## src/rtl/lstm_acc_pkg.sv

```systemverilog
// Shared definitions for the LSTM accelerator load path.
//   - Default main_mem geometry (word width, address width).
//   - Load image layout: input words first, then weight bank W1, then W2.
//   - Region and loader FSM state encodings.
package lstm_acc_pkg;

    localparam int ELEMENT_BITS     = 8;
    localparam int MAIN_MEM_ADD_LEN = 11;
    localparam int INPUT_SIZE       = 40;
    localparam int WEIGHTS          = 64;

    // Contiguous load image: IN | W1 | W2
    localparam int IN_BASE     = 0;
    localparam int W1_BASE     = IN_BASE + INPUT_SIZE;
    localparam int W2_BASE     = W1_BASE + WEIGHTS;
    localparam int TOTAL_WORDS = W2_BASE + WEIGHTS;

    typedef enum logic [1:0] {
        REGION_IN   = 2'd0,
        REGION_W1   = 2'd1,
        REGION_W2   = 2'd2,
        REGION_NONE = 2'd3
    } region_e;

    typedef enum logic [1:0] {
        ST_IDLE = 2'd0,
        ST_LOAD = 2'd1,
        ST_GAP  = 2'd2,
        ST_RUN  = 2'd3
    } state_e;

endpackage

```

## src/rtl/mem_loader.sv

```systemverilog
// mem_loader: streams the input vector and both weight banks into main_mem,
// waits a settle interval, then raises start to wake the accelerator.
//
// Ports:
//   fpga_clk    in   system clock, rising edge
//   reset_n     in   asynchronous active-low reset
//   arm         in   pulse; begins a new load (honoured in IDLE and RUN)
//   in_valid    in   upstream word valid
//   in_data     in   upstream word
//   in_ready    out  loader accepts a word this cycle (high in LOAD)
//   wr_we       out  main_mem write enable, registered
//   wr_address  out  main_mem write address, registered
//   wr_data     out  main_mem write data, registered
//   region      out  region of the next accepted word (IN/W1/W2, 3 = none)
//   start       out  level wake-up to the accelerator, registered
//   busy        out  high while loading or settling
module mem_loader #(
    parameter int ELEMENT_BITS     = lstm_acc_pkg::ELEMENT_BITS,
    parameter int MAIN_MEM_ADD_LEN = lstm_acc_pkg::MAIN_MEM_ADD_LEN,
    parameter int INPUT_SIZE       = lstm_acc_pkg::INPUT_SIZE,
    parameter int WEIGHTS          = lstm_acc_pkg::WEIGHTS,
    parameter int START_DELAY      = 50
) (
    input  logic                        fpga_clk,
    input  logic                        reset_n,
    input  logic                        arm,
    input  logic                        in_valid,
    input  logic [ELEMENT_BITS-1:0]     in_data,
    output logic                        in_ready,
    output logic                        wr_we,
    output logic [MAIN_MEM_ADD_LEN-1:0] wr_address,
    output logic [ELEMENT_BITS-1:0]     wr_data,
    output logic [1:0]                  region,
    output logic                        start,
    output logic                        busy
);

    import lstm_acc_pkg::*;

    localparam int AW          = MAIN_MEM_ADD_LEN;
    localparam int W1_START    = INPUT_SIZE;
    localparam int W2_START    = INPUT_SIZE + WEIGHTS;
    localparam int LOAD_WORDS  = INPUT_SIZE + 2 * WEIGHTS;
    localparam int CNT_W       = (START_DELAY < 2) ? 1 : $clog2(START_DELAY + 1);

    // The whole image must be addressable by the write port.
    if (LOAD_WORDS > (1 << MAIN_MEM_ADD_LEN)) begin : g_size_check
        $error("mem_loader: INPUT_SIZE + 2*WEIGHTS exceeds main_mem address space");
    end

    if (START_DELAY < 0) begin : g_delay_check
        $error("mem_loader: START_DELAY must be non-negative");
    end

    state_e           state;
    state_e           state_next;
    logic [AW-1:0]    ptr;
    logic [CNT_W-1:0] gap_cnt;
    logic             accept;
    logic             last_beat;
    logic             gap_done;
    region_e          region_c;

    assign in_ready  = (state == ST_LOAD);
    assign busy      = (state == ST_LOAD) || (state == ST_GAP);
    assign accept    = in_ready && in_valid;
    assign last_beat = accept && (ptr == AW'(LOAD_WORDS - 1));
    // GAP lasts START_DELAY counting edges plus the edge that leaves it, so
    // START_DELAY=0 still spends exactly one cycle in GAP.
    assign gap_done  = (state == ST_GAP) && (gap_cnt == CNT_W'(START_DELAY));

    // NOTE: every variable written in an always_comb gets a default first, so
    // no path leaves it unassigned and no latch is inferred.
    always_comb begin
        state_next = state;
        unique case (state)
            ST_IDLE: if (arm)       state_next = ST_LOAD;
            ST_LOAD: if (last_beat) state_next = ST_GAP;
            ST_GAP:  if (gap_done)  state_next = ST_RUN;
            ST_RUN:  if (arm)       state_next = ST_LOAD;
            default:                state_next = ST_IDLE;
        endcase
    end

    always_comb begin
        region_c = REGION_NONE;
        if (state == ST_LOAD) begin
            if (ptr < AW'(W1_START)) begin
                region_c = REGION_IN;
            end else if (ptr < AW'(W2_START)) begin
                region_c = REGION_W1;
            end else begin
                region_c = REGION_W2;
            end
        end
    end

    assign region = region_c;

    // NOTE: sequential state is updated with non-blocking assignments so all
    // registers sample the pre-edge values regardless of statement order.
    always_ff @(posedge fpga_clk or negedge reset_n) begin
        if (!reset_n) begin
            state <= ST_IDLE;
        end else begin
            state <= state_next;
        end
    end

    always_ff @(posedge fpga_clk or negedge reset_n) begin
        if (!reset_n) begin
            ptr        <= '0;
            gap_cnt    <= '0;
            wr_we      <= 1'b0;
            wr_address <= '0;
            wr_data    <= '0;
            start      <= 1'b0;
        end else begin
            // Reset clears wr_we asynchronously, which also kills a write that
            // was accepted on the previous edge but not yet consumed.
            wr_we <= accept;
            if (accept) begin
                wr_address <= ptr;
                wr_data    <= in_data;
            end

            // Every entry into LOAD (from IDLE or RUN) restarts at address 0.
            if ((state_next == ST_LOAD) && (state != ST_LOAD)) begin
                ptr <= '0;
            end else if (accept) begin
                ptr <= ptr + AW'(1);
            end

            if ((state == ST_GAP) && !gap_done) begin
                gap_cnt <= gap_cnt + CNT_W'(1);
            end else begin
                gap_cnt <= '0;
            end

            // Registered from next state: rises on the edge entering RUN and
            // falls on the same edge that an arm in RUN re-enters LOAD.
            start <= (state_next == ST_RUN);
        end
    end

endmodule

```

## config.mk

```make
export PLATFORM = sky130hd
export DESIGN_NAME = mem_loader
export DESIGN_NICKNAME = d
export VERILOG_FILES = /design/src/rtl/lstm_acc_pkg.sv /design/src/rtl/mem_loader.sv
export SDC_FILE = /design/constraint.sdc
export NUM_CORES = 1
export LEC_CHECK = 0
export CAP_MARGIN = 25
export CORE_MARGIN = 2
export CORE_UTILIZATION = 40
export CTS_BUF_LIST = sky130_fd_sc_hd__clkbuf_16
export CTS_CLUSTER_DIAMETER = 120
export DETAILED_ROUTE_END_ITERATION = 7
export PLACE_DENSITY = 0.68
export SLEW_MARGIN = 5
export SYNTH_ARGS = -nofsm -noshare
export SYNTH_HDL_FRONTEND = slang
export SYNTH_SLANG_ARGS = --single-unit
```

## constraint.sdc

```tcl
create_clock -name fpga_clk -period 2.3 [get_ports fpga_clk]
set_input_delay 0.46 -clock fpga_clk [delete_from_list [all_inputs] [get_ports fpga_clk]]
set_output_delay 0.46 -clock fpga_clk [all_outputs]
set_load 0.005 [all_outputs]
```

==> flow_summary.toml, run 1 <==
[die]
rows = 24
core_sq_um = 4350
die_x_um = 71.4
start_util_pct = 41.7
dieArea_sq_um = 5100
ios = 37
die_h_um = 71.4

[synthesis]
ys_warn_count = 0
synth.yosys.seq_area_share_pct = 55.1
synth.cell_area_sq_um = 1820
avgSynthCellArea_sq_um = 11.2
post-synth-top-count-cell = "dfrtp_1"
async_flop_share_pct = 100
synth_seq_cells = 40
ys_top_cells_by_area = "dfrtp_1, mux2_2, ha_1, nor2_1, xnor2_1"
synth_ff_type = "dfrtp_1"
synth_edf_count = 0
synth_top_area_share_pct = 55.1
synth.distinct_cells = 31
synth_top_area_cell = "dfrtp_1"
synthTopCellsByCount = "dfrtp_1, nor2_1, mux2_2, nand2_1, o21ai_0"
synth_nets = 180
syn-instance-count = 162

[cts]
clk_pin_slew_worst_paths_ns = 0.06
cts_buffer_depth = 2
root_buffer = "clkbuf_16"
cts_setup_buffers = 0
cts_tree = "built"
cts.repair.resized = 0
cts_made_buffers = 5
htree_num_levels = 2
clock_latency_ns = 0.28
postCtsHoldBufs = 0
cts_sinks = 40

[final_layout]
drive_above_1_share_pct = 16.7
final_core_util_pct = 55.3
fin_nets = 220
syn_to_final_growth_pct = 32.4
stdcell_count = 255
antennaDiodeCount = 0

[routing]
drc = 0
initialDrtViolationCount = 53
wirelength_um = 3530
detail-route-antenna-nets = 0
wire_per_inst_um = 13.8
drtPass1Iterations = 4
vias_per_cell = 5.25
route.vias.total = 1338

[worst_setup_path]
critPathLaunchType = "flip-flop"
slowest_delay_ns = 0.51
crit_top_cell = "inv_1"
cp-end-kind = "output pin"
reg2reg_to = "start"
critPathSlowestCell = "clkdlybuf4s50_1"
cp_num_buf_inv = 3
crit_chain = "inv_1, ha_1, inv_1, clkdlybuf4s50_1"
r2r-start = "state[1]"
cp.required_ns = 1.84
cp.arrival_ns = 1.72
critPathMaxFanout = 5
crit_family = "buffers and inverters"
ff2ff_path_depth = 6
critical_path_class = "reg -> out"
ff2ff_setup_slack_ns = 0.52

[sta]
rsz0062_at_grt = "false"
tightest_slew_ns = 0.863
skew_ns = 0.00607
holdWs_ns = 0.297
slew_violations = 0
finalSetupViolations = 0
fin_crit_ns = 2.18
period_share_pct = 94.7
relSlewSlack_pct = 42.5
fmax_mhz = 459
finalHoldViolCount = 0
setup_tns_ns = 0

[min_path]
hp-class = "in -> async"

[grt]
antenna_found_initial = 0
grt_max_degree = 41
overflow = 0
grt_pass1_vias = 1375
grt_pass1_wl_um = 6020
grt_usage_pct = 14.8

[flow_run]
drv_cap = 0

[power_and_ir_drop]
finalPower_mw = 1.99
power_density_nw_per_um2 = 826
p_leak_nw = 1.05
ir_drop_uv = 560

[placed_design]
portBuffers = 36
gp_congestion = 0.788
place_inst = 247
dpl.hpwl_um = 2550

[outcome]
status = "finished clean"
per-layer routing:
metal / vias to the layer above / share of wire (%) / global-route usage, %
met5: - / 0 / 0
met4: 0 / 0 / 5.03
met3: 0 / 5.1 / 4.36
met2: 31 / 52 / 25.9
met1: 670 / 43 / 17.4
li1: 637 / - / -
state kept, by name, summed over array words and instances (netlist names):
register    flops
gap_cnt         6
ptr            11
start           1
state           2
wr_address     11
wr_data         8
wr_we           1
report_power, final:
group	switching, mW	leakage (nW)	internal (mW)	total [mW]
Combinational	0.114	0.453	0.197	0.311
Sequential	0.104	0.515	0.802	0.906
Clock	0.261	0.0814	0.509	0.770
cell type report:
type	count	area, sq um
inverter	9	33.8
tap	52	65.1
timing repair buffer	38	370
fill	376	1950
multi-input combinational	108	766
clock buffer	5	125
clock inverter	3	42.5
sequential	40	1000
how the worst max path moves through the flow:
stage / start / to / slack (ns) / depth (start not counted)
2_1_floorplan: state[0] / start / 0.62 / 5
4_1_cts: ptr[8] / region[0] / 0.04 / 4
3_3_place_gp: ptr[8] / region[0] / 0.38 / 4
5_1_grt: ptr[5] / region[0] / 0.009 / 4
6_report: state[0] / busy / 0.12 / 4
3_5_place_dp: ptr[8] / region[0] / 0.34 / 4
layout by cell type, fill, tap and decap left out, types with 2 or more instances in the layout:
master            n
nand3_1           4
dfrtp_2           2
xnor2_1           7
inv_1             9
xor2_1            6
buf_4             2
nor3_1            2
nand2_1          13
nor4_1            2
nor3b_1           2
mux2_2           16
nand4_1           4
ha_1              5
nor2b_1           2
clkbuf_16         5
dfrtp_1          38
nor2_1           18
o21ai_0          11
clkdlybuf4s50_1  35
cell families (layout without fill, tap and decap cells):
logic type               count (synthesis)  in the layout  share of synthesized area, %
AND/OR/NAND/NOR                         54             54                          14.9
flip-flops                              40             40                          55.1
AO/OA/AOI/OAI                           19             19                          6.47
multiplexers                            16             16                          9.92
buffers and inverters                   14             55                          3.17
XOR/XNOR                                13             13                          6.27
adder cells (fa/ha/maj)                  6              6                          4.13
metrics by stage:
stage	setup slack [ns]	cell area, sq um
detailed placement	0.343	2230
global placement	0.376	2230
CTS	0.0370	2400
global route	0.00906	2410
floorplan	0.621	1820
finish	0.121	2410
(Power assumes the default switching activity.)
==> run 2: changes to the inputs <==
==> constraint.sdc (replaced) <==
create_clock -name fpga_clk -period 2.3 [get_ports fpga_clk]
set_input_delay 0.69 -clock fpga_clk [delete_from_list [all_inputs] [get_ports fpga_clk]]
set_output_delay 0.69 -clock fpga_clk [all_outputs]
set_load 0.005 [all_outputs]
==> run 2 against run 1 <==
Net effect: final cell count up 3.9%; flip-flop and latch count unchanged; first-iteration DRC count up 85%; core utilization up 0.92 points; global-route usage up 0.80 points; clock power down 16%; clock-buffer cell count unchanged; routed wire length up 3.6%; sequential share of layout area down 0.68 points; critical endpoint is now in_ready.
==> flow_summary.toml, run 2 (synthesis results as in run 1) <==
[final_layout]
final_common_cell = "dfrtp_1"
final_core_util_pct = 56.2
fin_nets = 230
antennaDiodeCount = 0
drive_above_1_share_pct = 20.2
largest_registers = "ptr: 11 flops, wr_address: 11 flops, wr_data: 8 flops"
stdcell_count = 265
final_cell_mix = "dfrtp_1, clkdlybuf4s50_1, nor2_1, mux2_2, nand2_1"
syn_to_final_growth_pct = 34.6
final_area_sq_um = 2450

[worst_setup_path]
slowest_delay_ns = 0.52
critical_path_class = "reg -> out"
cp.required_ns = 1.61
critPathMaxFanout = 4
critPathLaunchType = "flip-flop"
crit_chain = "inv_1, ha_1, clkdlybuf4s50_1"
r2r-start = "state[1]"
reg2reg_to = "start"
ff2ff_setup_slack_ns = 0.40
cp.arrival_ns = 1.54
critPathSlowestCell = "clkdlybuf4s50_1"
cp-end-kind = "output pin"
ff2ff_path_depth = 7

[cts]
cts_made_buffers = 5
clock_latency_ns = 0.28
htree_num_levels = 2
cts_tree = "built"
clk_pin_slew_worst_paths_ns = 0.06
root_buffer = "clkbuf_16"
postCtsHoldBufs = 0
cts_sinks = 40
cts_buffer_depth = 2

[routing]
dr_wl_met2_um = 1860
initialDrtViolationCount = 98
top_layer_used = "met4"
wirelength_um = 3660
wl_met1_um = 1510
detail-route-antenna-nets = 0
wire_per_inst_um = 13.8
wl_met3_um = 231
vias_per_cell = 5.22
drtPass1Iterations = 4
drc = 0
route.vias.total = 1383

[sta]
relSlewSlack_pct = 66.5
rsz0062_at_grt = "false"
fin_crit_ns = 2.23
finalHoldViolCount = 0
skew_ns = 0.00438
fmax_mhz = 449
setup_tns_ns = 0
tightest_slew_ns = 0.502
slew_violations = 0
holdWs_ns = 0.461
period_share_pct = 96.8
finalSetupViolations = 0
setup_slack_ns = 0.0747

[die]
dieArea_sq_um = 5100
core_sq_um = 4350
die_h_um = 71.4
start_util_pct = 41.7
die_x_um = 71.4
rows = 24
ios = 37

[placed_design]
dpl_worst_slack_ns = 0.116
dpl.hpwl_um = 2560
gp_congestion = 0.830
postPlaceCellArea_sq_um = 2260
portBuffers = 36
place_inst = 251

[power_and_ir_drop]
seqPwrFrac_pct = 45.6
internal_power_mw = 1.42
finalPower_mw = 1.90
switching_share_pct = 24.9
p_sw_mw = 0.472
ir_drop_uv = 346
power_density_nw_per_um2 = 776
comb_power_share_pct = 20.5
p_leak_nw = 1.09
pwr-share-clk_pct = 33.9

[grt]
grt_usage_pct = 15.6
grt_max_degree = 41
grt_pass1_wl_um = 6300
grt_pass1_vias = 1441
antenna_found_initial = 0
overflow = 0

[min_path]
hp-class = "in -> async"

[flow_run]
drv_cap = 0

[outcome]
status = "finished clean"
## run 2: critical path: cells and delay by family, from the launching register on
kind / cells / cell delay, ns
adder cells (fa/ha/maj): 1 / 0.22
buffers and inverters: 2 / 0.63
flip-flops: 1 / 0.40
## run 2: cell type report
cell class              count  area, sq um
well taps                  52         65.1
clock buffers               5          125
fillers                   389         1910
multi-input cells         108          763
repair buffers             48          442
inverters                   9         33.8
flip-flops and latches     40         1000
clock inverters             3         13.8
## run 2: worst max-delay path by stage
stage / from / to / slack, ns / depth (start not counted)
3_5_place_dp: ptr[8] / region[0] / 0.12 / 4
4_1_cts: state[1] / in_ready / 0.08 / 3
3_3_place_gp: in_valid / start / 0.14 / 5
5_1_grt: state[1] / in_ready / 0.002 / 3
6_report: state[1] / in_ready / 0.07 / 3
2_1_floorplan: state[0] / start / 0.62 / 5
## run 2: repair_timing
action | 4_1_cts | 5_1_grt
setup buffers | 6 | 0
endpoints found under the setup margin | 3 | 0
endpoints found under the hold margin | 0 | 0
gates resized for setup | 7 | 0
## run 2: power groups by stage
stage / Combinational [mW] / Sequential, mW / Clock (mW)
4_1_cts: 0.395 / 0.866 / 0.662
5_1_grt: 0.427 / 0.880 / 0.698
3_5_place_dp: 0.372 / 0.880 / 0
3_3_place_gp: 0.367 / 0.876 / 0
2_1_floorplan: 0.177 / 0.868 / 0
6_report: 0.389 / 0.865 / 0.643
## run 2: layer usage
layer	vias to the layer above	track usage, %
met5	-	0
met4	0	5.45
met3	7	6.05
met2	53	26.0
met1	671	18.5
li1	652	-
==> edit (settings of run 2) <==
Encoding of `state_e`: now one-hot (4 bits for 4 states).
--- a/src/rtl/lstm_acc_pkg.sv
+++ b/src/rtl/lstm_acc_pkg.sv
@@ -22,11 +22,11 @@
         REGION_NONE = 2'd3
     } region_e;
 
-    typedef enum logic [1:0] {
-        ST_IDLE = 2'd0,
-        ST_LOAD = 2'd1,
-        ST_GAP  = 2'd2,
-        ST_RUN  = 2'd3
+    typedef enum logic [3:0] {
+        ST_IDLE = 4'b0001,
+        ST_LOAD = 4'b0010,
+        ST_GAP  = 4'b0100,
+        ST_RUN  = 4'b1000
     } state_e;
 
 endpackage
Behaviour: same outputs for any inputs over 10 cycles, from zero or initial values and one cycle with reset_n low; not proved beyond that.
==> edit against run 2 <==
- wire length decreased by 1.3%
- power increased by 24%
- combinational power increased by 42%
- setup slack improved by 7.2 ps
- sequential cell count increased by 2
- critical endpoint unchanged
- count of clock-buffer cells in the layout unchanged
- area after synthesis increased by 4.5%
- cell area increased by 5.2%
==> edit: results (changes against run 2) <==
Parameter                              Value

Status
  Run status ... completed (unchanged)

Detailed routing
  Routed wirelength normalized by instance count ... 13.37 µm (was 13.80 µm)
  Via density per instance ... 4.996 (was 5.219)
  DRC marker count from the first detailed-route iteration ... 69 (was 98)
  Total wire length ... 3611 µm (was 3658 µm)

Placement
  Worst setup slack after placement ... 64.30 ps (was 115.8 ps)
  Global placement routability congestion ... 0.8238 (was 0.8300)
  HPWL after detailed placement ... 2592 µm (was 2561 µm)
  Cell Area, Placed ... 2396 µm² (was 2258 µm²)
  # placed instances ... 262 (was 251)

Global route
  Wire length of the first global-routing pass ... 6099 µm (was 6299 µm)
  Global router's overall resource usage ... 0.1517 (was 0.1562)
  Pin count of the biggest net entering global routing ... 24 (was 41)

Yosys
  Adder-cell area share of the yosys netlist ... 0.01976 (was 0.04132)
  Mux share of post-synthesis cell area ... 0.1008 (was 0.09917)
  Synth Area in XOR/XNOR ... 0.06456 (was 0.06267)
  Distinct cells, synth ... 40 (was 31)
  Complex-gate fraction of the synthesized area ... 0.06324 (was 0.06474)
  Biggest area contributors in the synthesized netlist ... sky130_fd_sc_hd__dfrtp_1 54%, sky130_fd_sc_hd__mux2_2 10%, sky130_fd_sc_hd__xnor2_1 4.6% (was sky130_fd_sc_hd__dfrtp_1 55%, sky130_fd_sc_hd__mux2_2 9.9%, sky130_fd_sc_hd__ha_1 4.1%)
  Number of standard cells after synthesis ... 165 (was 162)
  Synth top cells by count ... 41 x sky130_fd_sc_hd__dfrtp_1, 22 x sky130_fd_sc_hd__nor2_1, 17 x sky130_fd_sc_hd__mux2_2 (was 40 x sky130_fd_sc_hd__dfrtp_1, 18 x sky130_fd_sc_hd__nor2_1, 16 x sky130_fd_sc_hd__mux2_2)

Worst setup path
  Maximum net fanout on the critical path ... 3 (was 4)

Pwr
  Internal power component ... 1.812 mW (was 1.425 mW)
  Static leakage power ... 1.173 nW (was 1.095 nW)
  Peak supply drop ... 0.5274 mV (was 0.3464 mV)

Timing
  Actual slew at the worst max-slew pin ... 490.6 ps (was 502.0 ps)
  Clock skew after layout ... 1.902 ps (was 4.383 ps)
edit: cell types whose count changed after synthesis, moves of 3 or more:
cell,change
sky130_fd_sc_hd__nand2_1,-6
sky130_fd_sc_hd__a21oi_1,+4
sky130_fd_sc_hd__xnor2_1,+3
sky130_fd_sc_hd__nor2_1,+4
sky130_fd_sc_hd__inv_1,-4
sky130_fd_sc_hd__ha_1,-3
sky130_fd_sc_hd__o21ai_0,-7
edit: worst paths after layout:
kind,start,end,slack (ps),cells past startpoint
worst max register to register,state[3],ptr[7],400,6
worst max-delay path,state[3],in_ready,80,3
min in group fpga_clk,wr_address[10],wr_address[10],480,2
worst min register to register,wr_address[10],wr_address[10],480,2
max in group asynchronous,reset_n,state[0],1370,2
worst min-delay path,reset_n,gap_cnt[3],370,1
edit: through the flow:
step / hold slack [ps] / total power, mW / util
5_1_grt: 407.2 / 2.485 / 0.5519
3_3_place_gp: 462.8 / 1.495 / 0.5141
6_report: 372.3 / 2.350 / 0.5519
2_1_floorplan: 394.4 / 1.192 / -
4_1_cts: 383.5 / 2.394 / 0.5530
3_5_place_dp: 469.2 / 1.511 / 0.5141
edit: worst max-delay path, cell delays in order, from the launching register on:
cell and delay [ps]:
sky130_fd_sc_hd__dfrtp_1 370, sky130_fd_sc_hd__or4b_4 580, sky130_fd_sc_hd__clkinv_4 70, sky130_fd_sc_hd__dlygate4sd2_1 220
edit: logic make-up (layout without fill, tap and decap cells):
group / Yosys count / in the layout
compound gates: 18 / 18
xor+xnor: 14 / 14
fa+ha+maj: 3 / 3
buf+inv: 13 / 64
flops: 42 / 42
mux: 17 / 17
simple gates: 58 / 58
edit: per-layer routing:
layer	part of all wire	up-vias	global-route usage
li1	-	675	-
met1	0.46	642	0.1993
met2	0.48	27	0.2364
met3	0.048	5	0.04420
met4	0.012	0	0.06173
met5	0	-	0
edit: area by class of cell:
class                      instances  area, µm²
sequential                        42       1052
inverter                           6      27.53
clock inverter                     3      63.81
fill                             376       2088
timing repair buffer              50      460.4
tap                               54      67.56
clock buffer                       5      125.1
multi-input combinational        110      775.7
edit: what timing repair did:
item / CTS / global route
endpoints found under the setup margin: 4 / 1
gates resized for setup: 8 / 1
pin swaps: 1 / 1
buffers inserted: 0 / 0
edit: power by group through the flow:
stage | combinational, mW | sequential (mW) | clock [mW]
final | 0.552 | 0.923 | 0.875
after global routing | 0.606 | 0.937 | 0.942
after CTS | 0.564 | 0.925 | 0.905
after detailed placement | 0.574 | 0.937 | 0
after global placement | 0.565 | 0.929 | 0
after floorplan | 0.250 | 0.942 | 0
